--- src/rtl/adc_stream_packetizer.sv ---
// Packs 16-bit ADC samples into 512-bit Avalon-ST beats and frames them into
// fixed-length packets, sequenced by arm / trigger-edge / packet-count / abort.
//
// state   | meaning
// --------+---------------------------------------------------------------
// S_IDLE  | waiting for cfg_arm; counters hold last acquisition's values
// S_ARMED | waiting for a rising edge on trig_in
// S_RUN   | capturing samples; abort_q set means a flush beat is pending
// S_DRAIN | waiting for the output register to empty, then pulse done
module adc_stream_packetizer #(
  parameter int SAMPLE_W = 16,
  parameter int DATA_W   = 512,
  parameter int EMPTY_W  = 6
) (
  input  logic                clk,
  input  logic                reset_n,
  input  logic                cfg_arm,
  input  logic                cfg_abort,
  input  logic [15:0]         cfg_beats,
  input  logic [15:0]         cfg_packets,
  input  logic                trig_in,
  input  logic                adc_valid,
  input  logic [SAMPLE_W-1:0] adc_data,
  output logic [DATA_W-1:0]   st_data,
  output logic                st_valid,
  input  logic                st_ready,
  output logic                st_sop,
  output logic                st_eop,
  output logic [EMPTY_W-1:0]  st_empty,
  output logic                busy,
  output logic                armed,
  output logic                done,
  output logic [15:0]         pkt_cnt,
  output logic [15:0]         ovf_cnt
);

  localparam int SPB              = DATA_W / SAMPLE_W;
  localparam int K_W              = $clog2(SPB + 1);
  localparam int BYTES_PER_SAMPLE = SAMPLE_W / 8;
  localparam logic [K_W-1:0] K_FULL = K_W'(SPB);
  localparam logic [K_W-1:0] K_LAST = K_W'(SPB - 1);

  typedef enum logic [1:0] {S_IDLE, S_ARMED, S_RUN, S_DRAIN} state_t;

  state_t               state_q, state_d;
  logic                 trig_q, trig_d;
  logic [DATA_W-1:0]    asm_q, asm_d;
  logic [K_W-1:0]       k_q, k_d;
  logic [15:0]          b_q, b_d;
  logic [15:0]          pkt_ld_q, pkt_ld_d;
  logic                 abort_q, abort_d;
  logic [DATA_W-1:0]    data_q, data_d;
  logic                 valid_q, valid_d;
  logic                 sop_q, sop_d;
  logic                 eop_q, eop_d;
  logic [EMPTY_W-1:0]   empty_q, empty_d;
  logic [15:0]          pkt_cnt_q, pkt_cnt_d;
  logic [15:0]          ovf_cnt_q, ovf_cnt_d;
  logic                 done_q, done_d;

  logic [15:0]          beats_eff;
  logic                 out_free;
  logic                 last_in_pkt;
  logic                 final_pkt;
  logic                 load;
  logic [DATA_W-1:0]    load_beat;
  logic                 load_eop;
  logic [EMPTY_W-1:0]   load_empty;
  logic [DATA_W-1:0]    asm_ins;
  logic [DATA_W-1:0]    asm_first;
  logic [K_W-1:0]       k_eff;
  int                   k_int;

  always_comb begin
    beats_eff   = (cfg_beats == 16'd0) ? 16'd1 : cfg_beats;
    out_free    = !valid_q || st_ready;
    last_in_pkt = (b_q == beats_eff - 16'd1);
    final_pkt   = (cfg_packets != 16'd0) && (pkt_ld_q + 16'd1 == cfg_packets);
    k_int       = (k_q == K_FULL) ? 0 : int'(k_q);
    k_eff       = (k_q == '0) ? K_W'(1) : k_q;

    asm_ins = asm_q;
    asm_ins[k_int*SAMPLE_W +: SAMPLE_W] = adc_data;
    asm_first = '0;
    asm_first[SAMPLE_W-1:0] = adc_data;

    state_d   = state_q;
    trig_d    = trig_in;
    asm_d     = asm_q;
    k_d       = k_q;
    b_d       = b_q;
    pkt_ld_d  = pkt_ld_q;
    abort_d   = abort_q;
    data_d    = data_q;
    valid_d   = valid_q && !st_ready;
    sop_d     = sop_q;
    eop_d     = eop_q;
    empty_d   = empty_q;
    pkt_cnt_d = (valid_q && st_ready && eop_q) ? pkt_cnt_q + 16'd1 : pkt_cnt_q;
    ovf_cnt_d = ovf_cnt_q;
    done_d    = 1'b0;
    load       = 1'b0;
    load_beat  = asm_q;
    load_eop   = last_in_pkt;
    load_empty = '0;

    unique case (state_q)
      S_IDLE: begin
        if (cfg_arm) begin
          state_d   = S_ARMED;
          pkt_cnt_d = '0;
          ovf_cnt_d = '0;
          asm_d     = '0;
          k_d       = '0;
          b_d       = '0;
          pkt_ld_d  = '0;
          abort_d   = 1'b0;
        end
      end
      S_ARMED: begin
        if (cfg_abort)              state_d = S_IDLE;
        else if (trig_in && !trig_q) state_d = S_RUN;
      end
      S_RUN: begin
        if (!abort_q) begin
          if (adc_valid) begin
            if (k_q == K_LAST && out_free) begin
              // 32nd sample goes straight to the output register: 1-cycle latency
              load      = 1'b1;
              load_beat = asm_ins;
              asm_d     = '0;
              k_d       = '0;
            end else if (k_q == K_FULL) begin
              if (out_free) begin
                load  = 1'b1;
                asm_d = asm_first;
                k_d   = K_W'(1);
              end else if (ovf_cnt_q != 16'hFFFF) begin
                ovf_cnt_d = ovf_cnt_q + 16'd1;
              end
            end else begin
              asm_d = asm_ins;
              k_d   = k_q + K_W'(1);
            end
          end else if (k_q == K_FULL && out_free) begin
            load  = 1'b1;
            asm_d = '0;
            k_d   = '0;
          end
          if (cfg_abort && !(load && last_in_pkt && final_pkt)) abort_d = 1'b1;
        end else begin
          if (k_q == '0 && b_q == 16'd0) begin
            state_d = S_DRAIN;
          end else if (out_free) begin
            load       = 1'b1;
            load_eop   = 1'b1;
            load_empty = EMPTY_W'((SPB - int'(k_eff)) * BYTES_PER_SAMPLE);
            asm_d      = '0;
            k_d        = '0;
            state_d    = S_DRAIN;
          end
        end
      end
      S_DRAIN: begin
        if (!valid_q || st_ready) begin
          state_d = S_IDLE;
          done_d  = 1'b1;
        end
      end
      default: state_d = S_IDLE;
    endcase

    if (load) begin
      data_d  = load_beat;
      valid_d = 1'b1;
      sop_d   = (b_q == 16'd0);
      eop_d   = load_eop;
      empty_d = load_empty;
      if (load_eop) begin
        b_d      = '0;
        pkt_ld_d = pkt_ld_q + 16'd1;
        if (final_pkt) state_d = S_DRAIN;
      end else begin
        b_d = b_q + 16'd1;
      end
    end
  end

  always_ff @(posedge clk) begin
    if (!reset_n) begin
      state_q   <= S_IDLE;
      trig_q    <= 1'b0;
      asm_q     <= '0;
      k_q       <= '0;
      b_q       <= '0;
      pkt_ld_q  <= '0;
      abort_q   <= 1'b0;
      data_q    <= '0;
      valid_q   <= 1'b0;
      sop_q     <= 1'b0;
      eop_q     <= 1'b0;
      empty_q   <= '0;
      pkt_cnt_q <= '0;
      ovf_cnt_q <= '0;
      done_q    <= 1'b0;
    end else begin
      state_q   <= state_d;
      trig_q    <= trig_d;
      asm_q     <= asm_d;
      k_q       <= k_d;
      b_q       <= b_d;
      pkt_ld_q  <= pkt_ld_d;
      abort_q   <= abort_d;
      data_q    <= data_d;
      valid_q   <= valid_d;
      sop_q     <= sop_d;
      eop_q     <= eop_d;
      empty_q   <= empty_d;
      pkt_cnt_q <= pkt_cnt_d;
      ovf_cnt_q <= ovf_cnt_d;
      done_q    <= done_d;
    end
  end

  assign st_data  = data_q;
  assign st_valid = valid_q;
  assign st_sop   = sop_q;
  assign st_eop   = eop_q;
  assign st_empty = empty_q;
  assign busy     = (state_q != S_IDLE);
  assign armed    = (state_q == S_ARMED);
  assign done     = done_q;
  assign pkt_cnt  = pkt_cnt_q;
  assign ovf_cnt  = ovf_cnt_q;

endmodule

--- config.mk ---
export PLATFORM = sky130hd
export DESIGN_NAME = adc_stream_packetizer
export DESIGN_NICKNAME = d
export VERILOG_FILES = /design/src/rtl/adc_stream_packetizer.sv
export SDC_FILE = /design/constraint.sdc
export NUM_CORES = 2
export LEC_CHECK = 0
export CORE_AREA = 2 2 306 308
export CTS_CLUSTER_SIZE = 16
export DETAILED_ROUTE_END_ITERATION = 8
export DIE_AREA = 0 0 308 310
export PLACE_DENSITY = 0.68
export SKIP_LAST_GASP = 1
export SLEW_MARGIN = 15
export SYNTH_ARGS = -nofsm -noshare
export SYNTH_HDL_FRONTEND = slang
export SYNTH_SLANG_ARGS = --single-unit
--- constraint.sdc ---
create_clock -name clk -period 9.02 [get_ports clk]
set_clock_uncertainty 0.1 [all_clocks]
set_input_delay 2.706 -clock clk [delete_from_list [all_inputs] [get_ports clk]]
set_output_delay 2.706 -clock clk [all_outputs]
set_load 0.05 [all_outputs]
==> results.yml <==
logic_synthesis:
  synth_largest_area_cell: "dfxtp_1"
  ys_top_cells_by_area: "dfxtp_1, nand2_1, a21oi_1, nor2_1, o21ai_0"
  synthArstFlopShare_pct: 0
  yosysMostFrequentCell: "nand2_1"
  synth_common_cells: "nand2_1, dfxtp_1, a21oi_1"
  synth_edf_count: 0
  synth_cells: 4990
  syn_area_per_cell_sq_um: 8.22
  ys_types: 77
  yosys_register_bits: 1107
  syn_nets: 5055
  yosysWarnings: 0
  synth_top_flop_cell: "dfxtp_1"
  synth_top_area_share_pct: 54.0
  synth_area_sq_mm: 0.0410
  synth_seq_area_share_pct: 54.0
clock_network:
  path_clk_slew_ns: 0.06
  cts_root_buf: "clkbuf_16"
  postCtsSetupBuffers: 0
  ctsHoldBuffers: 0
  cts_made_buffers: 109
  clock_path_buffers: 3
  cts_resized: 0
  clock_latency_ns: 0.69
  cts_tree: "done"
  h-tree-depth: 3
  numClockSinks: 1107
setup_path:
  crit_path_end_kind: "flop"
  r2r_start: "k_q[0]"
  r2r_slack_ns: 4.03
  reg2regPathDepth: 13
  cp_data_arrival_time_ns: 6.95
  worst-path-max-fanout: 15
  critPathRequiredTime_ns: 9.50
  start_kind: "input pin"
  reg2reg_to: "st_data[424]"
  crit_type: "input pin to flop"
floorplanning:
  chipHeight_microns: 310
  die_area_sq_mm: 0.0955
  pin_count: 611
  std_cell_rows: 112
  core_region_area_sq_mm: 0.0925
  initial_core_util_pct: 44.4
  die_x_microns: 308
power_and_ir_drop:
  p_switching_mw: 2.19
  p_seq_share_pct: 49.9
  p_comb_share_pct: 3.1
  clkPwrFrac_pct: 47.0
  swShare_pct: 22.4
  powerDensity_mw_per_mm2: 190
  ir_drop_mv: 0.144
  p_total_mw: 9.80
  p_leak_nw: 16.8
  p_int_mw: 7.61
drt:
  first_pass_iters: 8
  via_count: 37900
  wl_per_cell_microns: 22.2
  drt-initial-drc-count: 4022
  drc: 0
  routed_wl_microns: 149000
  vias_per_cell: 5.66
  postRouteAntennaNets: 0
global_route:
  track_usage_pct: 29.9
  overflow: 0
  grt_pass1_wl_microns: 220000
  grt_max_degree: 206
  grt_pass1_vias: 34900
  antenna_found_initial: 9
finish:
  fin_nets: 5479
  fin_util_pct: 55.7
  regArea_sq_mm: 0.0222
  multi_input_area_sq_mm: 0.0172
  syn_to_final_growth_pct: 25.6
  final.fill_count: 8511
  layout-drive-gt1-share_pct: 5.53
sta:
  finalCritPeriodShare_pct: 71.7
  setup_viol: 0
  grt_setup_unrepaired: "no"
  timing.final.ws_setup_ns: 2.55
  final_hold_viol_count: 0
  layout_min_cycle_time_ns: 6.47
  final.setup.tns_ns: 0
  slew_headroom_pct: 15.6
  maxSlewViolCount: 0
  worst_pin_slew_ns: 1.27
  fmax_mhz: 155
placement:
  pre_cts_slack_ns: 1.98
  place.gp.congestion: 0.858
  hpwl_microns: 98900
  port_buffers: 609
hold_path:
  holdPathStages: 2
  min_from: "asm_q[240]"
  worstHoldPathType: "flop to flop"
  holdPathEnd: "st_data[240]"
status:
  status: "complete, no violations"
run:
  drv_cap: 0
how the worst max path moves through the flow:
stage | startpoint | slack [ns] | cells after the start | to
5_1_grt | cfg_beats[8] | 2.16 | 14 | pkt_ld_q[12]
4_1_cts | cfg_beats[8] | 2.67 | 14 | pkt_ld_q[12]
2_1_floorplan | cfg_beats[12] | 3.28 | 13 | pkt_ld_q[13]
3_3_place_gp | cfg_beats[8] | 2.04 | 14 | pkt_ld_q[12]
6_report | cfg_beats[8] | 2.55 | 14 | pkt_ld_q[12]
3_5_place_dp | cfg_beats[8] | 1.98 | 14 | pkt_ld_q[12]
cell type report:
cell class	count	area share, %
Clock inverter	29	0.760
Inverter	78	0.583
Clock buffer	166	6.23
Sequential cell	1107	43.0
Timing Repair Buffer	692	13.1
Multi-Input combinational cell	3426	33.4
Tap cell	1197	2.91
Antenna cell	4	0.0194
sequential cells by signal, summed over array words and instances, names as in the netlist:
signal and flops:
done 1, st_sop 1, state_q 2, st_valid 1
asm_q 512, st_eop 1, ovf_cnt 16, trig_q 1
st_empty 5, pkt_ld_q 16, abort_q 1, k_q 6
pkt_cnt 16, b_q 16, st_data 512
stage by stage:
| step | hold WS [ns] | instances | area, sq um |
|---|---|---|---|
| floorplan | 0.325 | 4990 | 41000 |
| global placement | 0.332 | 6500 | 47900 |
| detailed placement | 0.341 | 6500 | 47900 |
| CTS | 0.337 | 6695 | 51500 |
| global route | 0.359 | 6698 | 51500 |
| finish | 0.328 | 6699 | 51500 |
power groups by stage:
stage	Combinational (mW)	Sequential, mW	Clock [mW]
final	0.302	4.89	4.61
after global routing	0.317	4.89	4.86
after CTS	0.298	4.89	4.65
after detailed placement	0.297	5.00	0
after global placement	0.297	5.00	0
after floorplan	0.157	5.00	0
layer usage:
| metal | routed length (microns) | up-vias | global-route usage (%) |
|---|---|---|---|
| li1 | - | 17900 | - |
| met1 | 62500 | 18300 | 39.6 |
| met2 | 68600 | 1514 | 48.3 |
| met3 | 10900 | 298 | 5.45 |
| met4 | 6480 | 4 | 12.1 |
| met5 | 29 | - | 0 |
layout by cell type, fill, tap and decap left out, types with 54 or more instances in the layout:
cell and n:
nand3_1 79, clkbuf_16 110, nor2_1 493, o21ai_0 301
buf_4 80, a21oi_1 694, inv_1 77, clkdlybuf4s50_1 606
nand2_1 1116, dfxtp_1 1107, a32oi_1 54, a22oi_1 172
critical path, stage by stage:
cell             delay, ns
clkdlybuf4s50_1       0.61
nor4_1                0.10
buf_4                 0.18
nand4_1               0.11
nor2b_1               0.15
ha_1                  0.23
nor3b_1               0.75
a31oi_1               0.10
a311oi_1              0.24
nand4_1               0.19
nor4_1                0.60
o21ai_1               0.45
or3_1                 0.46
o221ai_1              0.07
cell families after synthesis:
group,count (synthesis),share of synthesized area [%]
other,1,0.00914
DFF,1107,54.0
and+or+nand+nor,1898,19.1
muxes,9,0.229
AOI/OAI and AO/OA,1435,20.4
adders and majority gates,10,0.305
buffers and inverters,457,4.37
xor gates and xnor gates,73,1.56
Power figures use the tool's default switching activity.
